**src/rtl/rect_scan.sv**
```systemverilog
// Rectangle sweep sequencer around the combinational flip stage: enumerates every
// (r1<r2, c1<c2) rectangle of a latched 4x4 matrix and keeps the first minimum-weight result.
//
// state | meaning
// IDLE  | waiting for start; coordinates held at 0
// SCAN  | one rectangle per cycle into flip, best result tracked
// DONE  | one-cycle done pulse, best_* final
module rect_scan #(
    parameter int ROWS = 4,
    parameter int COLS = 4
) (
    input  logic        clk,
    input  logic        rst_n,
    input  logic        start,
    input  logic [15:0] m_in,
    output logic [15:0] flip_m,
    output logic [1:0]  r1,
    output logic [1:0]  r2,
    output logic [1:0]  c1,
    output logic [1:0]  c2,
    input  logic [15:0] flip_m_out,
    output logic        busy,
    output logic        done,
    output logic [15:0] best_m,
    output logic [1:0]  best_r1,
    output logic [1:0]  best_r2,
    output logic [1:0]  best_c1,
    output logic [1:0]  best_c2,
    output logic [4:0]  best_weight,
    output logic        best_found
);

    localparam logic [1:0] RMAX = 2'(ROWS - 1);
    localparam logic [1:0] CMAX = 2'(COLS - 1);

    typedef enum logic [1:0] {IDLE, SCAN, DONE} state_t;

    state_t     state, state_nxt;
    logic       last_rect;
    logic [4:0] w;

    function automatic logic [4:0] popcount16(input logic [15:0] v);
        logic [4:0] n;
        n = '0;
        for (int i = 0; i < 16; i++) n = n + 5'(v[i]);
        return n;
    endfunction

    assign w         = popcount16(flip_m_out);
    assign last_rect = (r1 == RMAX - 2'd1) && (r2 == RMAX) &&
                       (c1 == CMAX - 2'd1) && (c2 == CMAX);

    always_ff @(posedge clk or negedge rst_n) begin
        if (!rst_n) state <= IDLE;
        else        state <= state_nxt;
    end

    always_comb begin
        state_nxt = state;
        unique case (state)
            IDLE:    if (start) state_nxt = SCAN;
            SCAN:    if (last_rect) state_nxt = DONE;
            DONE:    state_nxt = IDLE;
            default: state_nxt = IDLE;
        endcase
    end

    always_ff @(posedge clk or negedge rst_n) begin
        if (!rst_n) begin
            flip_m      <= '0;
            r1          <= '0;
            r2          <= '0;
            c1          <= '0;
            c2          <= '0;
            busy        <= 1'b0;
            done        <= 1'b0;
            best_m      <= '0;
            best_r1     <= '0;
            best_r2     <= '0;
            best_c1     <= '0;
            best_c2     <= '0;
            best_weight <= '0;
            best_found  <= 1'b0;
        end else begin
            done <= 1'b0;
            case (state)
                IDLE: begin
                    if (start) begin
                        flip_m      <= m_in;
                        best_m      <= m_in;
                        best_weight <= popcount16(m_in);
                        best_found  <= 1'b0;
                        best_r1     <= '0;
                        best_r2     <= '0;
                        best_c1     <= '0;
                        best_c2     <= '0;
                        r1          <= 2'd0;
                        r2          <= 2'd1;
                        c1          <= 2'd0;
                        c2          <= 2'd1;
                        busy        <= 1'b1;
                    end
                end
                SCAN: begin
                    // Strict compare so that ties keep the earlier rectangle.
                    if (w < best_weight) begin
                        best_m      <= flip_m_out;
                        best_weight <= w;
                        best_r1     <= r1;
                        best_r2     <= r2;
                        best_c1     <= c1;
                        best_c2     <= c2;
                        best_found  <= 1'b1;
                    end
                    if (last_rect) begin
                        r1   <= '0;
                        r2   <= '0;
                        c1   <= '0;
                        c2   <= '0;
                        busy <= 1'b0;
                        done <= 1'b1;
                    end else if (c2 != CMAX) begin
                        c2 <= c2 + 2'd1;
                    end else if (c1 != CMAX - 2'd1) begin
                        c1 <= c1 + 2'd1;
                        c2 <= c1 + 2'd2;
                    end else if (r2 != RMAX) begin
                        r2 <= r2 + 2'd1;
                        c1 <= 2'd0;
                        c2 <= 2'd1;
                    end else begin
                        r1 <= r1 + 2'd1;
                        r2 <= r1 + 2'd2;
                        c1 <= 2'd0;
                        c2 <= 2'd1;
                    end
                end
                default: ;
            endcase
        end
    end

endmodule
```
**config.mk**
```make
export PLATFORM = sky130hd
export DESIGN_NAME = rect_scan
export DESIGN_NICKNAME = d
export VERILOG_FILES = /design/src/rtl/rect_scan.sv
export SDC_FILE = /design/constraint.sdc
export NUM_CORES = 1
export LEC_CHECK = 0
export CAP_MARGIN = 15
export CORE_UTILIZATION = 53
export DETAILED_ROUTE_END_ITERATION = 16
export GPL_ROUTABILITY_DRIVEN = 1
export PLACE_DENSITY = 0.95
export SLEW_MARGIN = 20
export SYNTH_ARGS = -nofsm -noshare
export SYNTH_HDL_FRONTEND = slang
export SYNTH_SLANG_ARGS = --single-unit
```
**constraint.sdc**
```tcl
create_clock -name clk -period 4.91 [get_ports clk]
set_input_delay 0.7365 -clock clk [delete_from_list [all_inputs] [get_ports clk]]
set_output_delay 0.7365 -clock clk [all_outputs]
set_load 0.02 [all_outputs]
```
==> results.cfg, run 1 <==
[run_status]
run_status = finished, violations left
violations = negative setup slack

[cts]
cts_hold_buf = 0
clock-root-buffer = sky130_fd_sc_hd__clkbuf_8
cts-buffers-inserted = 9
tritoncts = done
clock_tree.htree_level_count = 3
ctsLongestPathBuffers = 2
number_of_clock_sinks_seen_by_cts = 58
worst_setup_hold_path_clk_slew_ps = 60
clk_latency_ps = 350

[setup_path]
r2r_setup_slk_ps = 2770
worstPathMaxFanout = 2
start_kind = input port
rr_startpoint = state[0]
critical_path.reg2reg.endpoint = best_m[5]
cp-end-kind = flip-flop
critical_path_class = input port to flip-flop
worstPathArrival_ps = 5330
worst-endpoint-required_ps = 5120
reg2regPathDepth = 5

[grt]
grt_pass1_vias = 3069
global_route.overflow_total = 0
grt_util_all_layers_pct = 31.8
grt_antenna_before_repair = 0
largest_net_degree_at_the_start_of_global_routing = 59
first_pass_grt_wire_length_mm = 15.2

[timing]
fin_hold_ws_ps = 484
min_period_over_period_pct = 104
postLayoutSetupSlackWorst_ps = -212
worst-slew-pin-transition_ps = 746
slew_violations = 0
grt_setup_unrepaired = yes
fmax_mhz = 195
final_period_minus_worst_setup_slack_ps = 5120
hold_violations = 0
final_setup_fails = 21
maxSlewHeadroom_pct = 50.3
fin_skew_ps = 7.37

[synthesis]
synth_nets = 421
cell_with_the_most_instances_after_synthesis = sky130_fd_sc_hd__nand2_1
syn-cell-area_um2 = 3460
synth-edff-count = 0
synth.lib_cells_used.distinct = 34
synth.top_cells.by_area = sky130_fd_sc_hd__dfrtp_1 (42%), sky130_fd_sc_hd__fa_1 (12%), sky130_fd_sc_hd__nand2_1 (7.4%)
sequential_share_of_the_synthesized_area_pct = 42.0
yosys.area.top_type = sky130_fd_sc_hd__dfrtp_1
post_synthesis_async_set_or_reset_flop_share_pct = 100
synth_top_flop_cell = sky130_fd_sc_hd__dfrtp_1
syn_area_per_cell_um2 = 9.93
ys.warnings.count = 0
synth_seq_cells = 58
syn-instance-count = 348
ys_top_cells_by_count = sky130_fd_sc_hd__nand2_1 (68), sky130_fd_sc_hd__dfrtp_1 (58), sky130_fd_sc_hd__inv_1 (52), sky130_fd_sc_hd__o21ai_0 (41), sky130_fd_sc_hd__fa_1 (20)
synth_top_cell_area_share_pct = 42.0

[route]
avgViaCountPerCell = 5.79
vias = 3150
route.detailed.drc = 0
wirelength_mm = 10.6
drt-wirelength-per-cell_um = 19.4
ant_nets = 0
drt_pass1_iterations = 5
drt-initial-drc-count = 348

[placement]
detailed_place_hpwl_mm = 6.34
port_buffers = 90
finalWeightedCongestion = 0.948
post-place-cells = 511
placement.setup.worst_slack_ps = -771
detailed_place.area_um2 = 4490

[job]
max-cap-violations = 0

[die]
floorplan_core_area_um2 = 6310
die-area_um2 = 6850
boundaryPins = 91
fp.dieH_um = 82.8
start_util_pct = 54.8
die_width_um = 82.8
placement_rows = 29

[hold_path]
worst_hold_path.num_cells = 2
hold_path_class = flip-flop to flip-flop
min-delay-start = flip_m[15]
worst_hold_path.endpoint = flip_m[15]

[power_and_ir_drop]
static-leakage-power_nw = 2.42
power_density_nw_per_um2 = 865
max-vdd-ir-drop_uv = 588

[final_layout]
final_layout_size_suffix_gt1_share_pct = 20.1
final_net_count = 535
synthToLayoutAreaGrowth_pct = 41.9
antenna_cells = 0
fin_area_um2 = 4910
instances_no_fill = 544
final_util_pct = 77.7
==> sequential cells by signal, summed over array words and instances (netlist names) <==
name	cells
best_weight	5
best_c2	2
flip_m	16
busy	1
best_r2	2
best_r1	2
c1	2
c2	2
best_m	16
best_found	1
r2	2
best_c1	2
state	2
r1	2
done	1
==> worst max path at each step <==
stage,from,to,cells past startpoint
after detailed placement,flip_m_out[15],best_m[5],17
after global routing,flip_m_out[13],best_weight[4],23
final,flip_m_out[13],best_weight[4],23
after global placement,flip_m_out[15],best_m[4],16
after CTS,flip_m_out[7],best_m[5],17
after floorplan,flip_m_out[15],best_m[0],16
==> area by class of cell <==
type / instances / area (um2)
well taps: 77 / 96.3
repair buffers: 116 / 1130
fillers: 361 / 1410
clock buffers: 11 / 141
multi-input cells: 225 / 1810
flip-flops and latches: 58 / 1450
clock inverters: 5 / 77.6
inverters: 52 / 203
==> layer usage <==
layer / up-vias / part of all wire (%) / GRT usage, %
met2: 228 / 48 / 52.0
met4: 0 / 5.1 / 21.9
met5: - / 0 / 0
met1: 1515 / 39 / 37.6
met3: 55 / 7.9 / 6.48
li1: 1352 / - / -
==> cell usage in the layout (no fill, tap or decap), types with 6 or more instances in the layout <==
cell type and n:
sky130_fd_sc_hd__a21oi_1 6, sky130_fd_sc_hd__buf_2 6, sky130_fd_sc_hd__buf_4 20, sky130_fd_sc_hd__buf_6 7, sky130_fd_sc_hd__clkbuf_8 10, sky130_fd_sc_hd__clkdlybuf4s50_1 80, sky130_fd_sc_hd__dfrtp_1 58, sky130_fd_sc_hd__fa_1 17
sky130_fd_sc_hd__ha_1 17, sky130_fd_sc_hd__inv_1 41, sky130_fd_sc_hd__inv_2 8, sky130_fd_sc_hd__mux2_4 17, sky130_fd_sc_hd__mux2i_1 7, sky130_fd_sc_hd__nand2_1 65, sky130_fd_sc_hd__nand3_1 10, sky130_fd_sc_hd__nor2_1 9
sky130_fd_sc_hd__o21ai_0 41
==> kinds of logic (layout without fill, tap and decap cells) <==
logic type               Yosys count  count (layout)  synth area share, %
AND/OR/NAND/NOR                  100             100                 12.4
buffers and inverters             65             184                 7.49
AO/OA/AOI/OAI                     60              60                 9.99
flip-flops                        58              58                 42.0
adder cells (fa/ha/maj)           38              38                 18.1
multiplexers                      24              24                 9.30
XOR/XNOR                           3               3                0.760
==> metrics by stage <==
stage               setup TNS, ps  power, mW
floorplan                       0       2.43
global placement           -14280       3.20
detailed placement         -20630       3.33
CTS                             0       4.02
global route                -3570       4.45
finish                      -2780       4.24
==> power by group <==
part	internal [mW]	switching [mW]	leakage (nW)	total, mW
clock network	0.298	0.200	0.109	0.497
registers	0.722	0.162	0.699	0.884
logic	1.47	1.40	1.61	2.86
==> critical path, cell delays in order <==
cell	delay, ps
sky130_fd_sc_hd__buf_6	70
sky130_fd_sc_hd__inv_4	30
sky130_fd_sc_hd__fa_1	510
sky130_fd_sc_hd__fa_1	620
sky130_fd_sc_hd__fa_2	480
sky130_fd_sc_hd__fa_1	510
sky130_fd_sc_hd__inv_2	50
sky130_fd_sc_hd__ha_4	160
sky130_fd_sc_hd__fa_2	420
sky130_fd_sc_hd__a21oi_2	200
sky130_fd_sc_hd__nor2b_2	80
sky130_fd_sc_hd__buf_4	140
sky130_fd_sc_hd__buf_4	140
sky130_fd_sc_hd__buf_4	130
sky130_fd_sc_hd__buf_4	120
sky130_fd_sc_hd__buf_4	120
sky130_fd_sc_hd__buf_4	120
sky130_fd_sc_hd__buf_4	120
sky130_fd_sc_hd__buf_4	120
sky130_fd_sc_hd__buf_4	120
sky130_fd_sc_hd__buf_4	130
sky130_fd_sc_hd__nand2_2	90
sky130_fd_sc_hd__a31oi_2	120
==> timing repair <==
item / 4_1_cts / 5_1_grt
cloned: 1 / 0
resized for setup: 51 / 13
buffers inserted: 13 / 4
pin swaps: 16 / 12
endpoints found under the hold margin: 0 / 0
setup endpoints to repair: 30 / 26
Power figures use the tool's default switching activity.
==> run 2, diff against run 1 <==
--- a/config.mk
+++ b/config.mk
@@ -6,7 +6,9 @@
 export NUM_CORES = 1
 export LEC_CHECK = 0
 export CAP_MARGIN = 15
-export CORE_UTILIZATION = 53
+export CELL_PAD_IN_SITES_DETAIL_PLACEMENT = 0
+export CELL_PAD_IN_SITES_GLOBAL_PLACEMENT = 2
+export CORE_UTILIZATION = 32
 export DETAILED_ROUTE_END_ITERATION = 16
 export GPL_ROUTABILITY_DRIVEN = 1
 export PLACE_DENSITY = 0.95
==> run 2 against run 1 <==
Against the previous run: the flow now finishes without violations; non-clock buffer count decreased by 13; core utilization decreased by 31 points; clock-buffer cell count decreased by 2; highest routed layer unchanged; hold slack got worse by 4.3 ps; register-to-register slack improved by 300 ps.
==> results.cfg, run 2 (synthesized netlist as in run 1, its figures left out) <==
[route]
vias = 2720
drt-initial-drc-count = 82
drt-wirelength-per-cell_um = 15.1
avgViaCountPerCell = 4.61
wirelength_mm = 8.90
route.detailed.drc = 0
drt_pass1_iterations = 4
ant_nets = 0

[die]
boundaryPins = 91
start_util_pct = 33.2
placement_rows = 37
floorplan_core_area_um2 = 10400
die_width_um = 106
die-area_um2 = 11200
fp.dieH_um = 106

[cts]
ctsLongestPathBuffers = 2
cts-buffers-inserted = 9
clock_tree.htree_level_count = 3
number_of_clock_sinks_seen_by_cts = 58
tritoncts = done
clk_latency_ps = 340
worst_setup_hold_path_clk_slew_ps = 60
cts_hold_buf = 0
clock-root-buffer = sky130_fd_sc_hd__clkbuf_8

[power_and_ir_drop]
static-leakage-power_nw = 2.33
max-vdd-ir-drop_uv = 394
power_density_nw_per_um2 = 819
total_power_mw = 3.99

[final_layout]
multi_input_area_um2 = 1830
final_util_pct = 46.8
mostFrequentLayoutCells = sky130_fd_sc_hd__clkdlybuf4s50_1 (80), sky130_fd_sc_hd__nand2_1 (67), sky130_fd_sc_hd__dfrtp_1 (58), sky130_fd_sc_hd__inv_1 (43), sky130_fd_sc_hd__o21ai_0 (41)
fin_area_um2 = 4870
final_net_count = 522
instances_no_fill = 590
final_common_cell = sky130_fd_sc_hd__clkdlybuf4s50_1
final_layout_size_suffix_gt1_share_pct = 16.5
top_regs = best_m (16), flip_m (16), best_weight (5)
antenna_cells = 0
synthToLayoutAreaGrowth_pct = 40.9
filler_cell_count = 1004
ff_latch_area_um2 = 1450

[setup_path]
cp_cell_sequence = dlygate4sd2_1, inv_1, fa_2, fa_1, fa_2, fa_1, inv_2, ha_4, fa_2, xor2_2, ha_2, nor2_2, o31ai_4, nand2_4, buf_12, mux2_4
worstPathMaxFanout = 7
critical_path.top_delay_family = adder cells
worstPathArrival_ps = 5020
cp_slowest_stage_delay_ps = 520
worst-endpoint-required_ps = 5120
rr_startpoint = best_weight[4]
critical_path_class = input port to flip-flop
start_kind = input port
cp-end-kind = flip-flop
worst_path_max_delay_cell = sky130_fd_sc_hd__fa_1
setup.worst_path.start = flip_m_out[5]
critPathBufInv = 4
critical-path-top-cell-by-count = sky130_fd_sc_hd__fa_2

[grt]
grt_antenna_before_repair = 0
grt_util_all_layers_pct = 17.1
largest_net_degree_at_the_start_of_global_routing = 59
first_pass_grt_wire_length_mm = 14.8
global_route.overflow_total = 0
grt_pass1_vias = 2892

[timing]
worst-slew-pin-transition_ps = 771
hold_violations = 0
final_setup_fails = 0
fmax_mhz = 208
fin_hold_ws_ps = 479
min_period_over_period_pct = 97.8
final_period_minus_worst_setup_slack_ps = 4800
fin_skew_ps = 11.0
slew_violations = 0
maxSlewHeadroom_pct = 48.6

[placement]
finalWeightedCongestion = 0.851
detailed_place_hpwl_mm = 6.50
detailed_place.area_um2 = 4570
post-place-cells = 571
port_buffers = 90

[hold_path]
min-delay-start = flip_m[14]
hold_path_class = flip-flop to flip-flop

[job]
max-cap-violations = 0

[run_status]
run_status = complete, no violations
[run 2: worst paths after layout]
| check | cells past startpoint | to | slack, ps |
|---|---|---|---|
| worst max-delay path | 16 | best_m[9] | 110 |
| worst min-delay path | 2 | flip_m[14] | 480 |
| min in group asynchronous | 2 | best_m[6] | 550 |
| worst min register to register | 2 | flip_m[14] | 480 |
| max in group asynchronous | 2 | best_weight[3] | 3840 |
| worst max register to register | 7 | best_m[9] | 3070 |
[run 2: power by group]
group	internal [mW]	leakage [nW]	switching (mW)
clock	0.233	0.0954	0.206
sequential	0.721	0.699	0.157
combinational	1.41	1.53	1.26
[run 2: repair_timing]
action,in CTS,in global routing
setup buffers,4,0
setup endpoints to repair,30,29
resized for setup,29,12
cloned,1,0
pin swaps,14,11
[run 2: final cells by class]
| cell class | count | share of cell area (%) |
|---|---|---|
| multi-input combinational | 225 | 37.7 |
| tap | 136 | 3.49 |
| sequential | 58 | 29.8 |
| clock inverter | 7 | 1.41 |
| timing repair buffer | 103 | 21.0 |
| clock buffer | 9 | 2.54 |
| inverter | 52 | 4.06 |
[run 2: layer usage]
| metal | GRT usage, % | vias to the layer above | routed length (um) |
|---|---|---|---|
| met5 | 0 | - | 0 |
| met4 | 4.17 | 0 | 78 |
| met3 | 4.41 | 12 | 550 |
| met2 | 26.0 | 92 | 3950 |
| met1 | 24.4 | 1301 | 4320 |
| li1 | - | 1315 | - |
[run 2: per-stage QoR]
step	TNS [ps]	worst slack, ps
after floorplan	0	1.83
after global placement	-15670	-605
after detailed placement	-16380	-629
after CTS	0	10.7
after global routing	-32.4	-9.54
final	0	108
[run 2: worst register-to-register path, cell delays in order (launching register included)]
cell,delay (ps)
sky130_fd_sc_hd__dfrtp_1,410
sky130_fd_sc_hd__inv_1,130
sky130_fd_sc_hd__ha_4,240
sky130_fd_sc_hd__a211oi_4,240
sky130_fd_sc_hd__o31ai_4,120
sky130_fd_sc_hd__nand2_4,140
sky130_fd_sc_hd__buf_12,150
sky130_fd_sc_hd__mux2_4,300
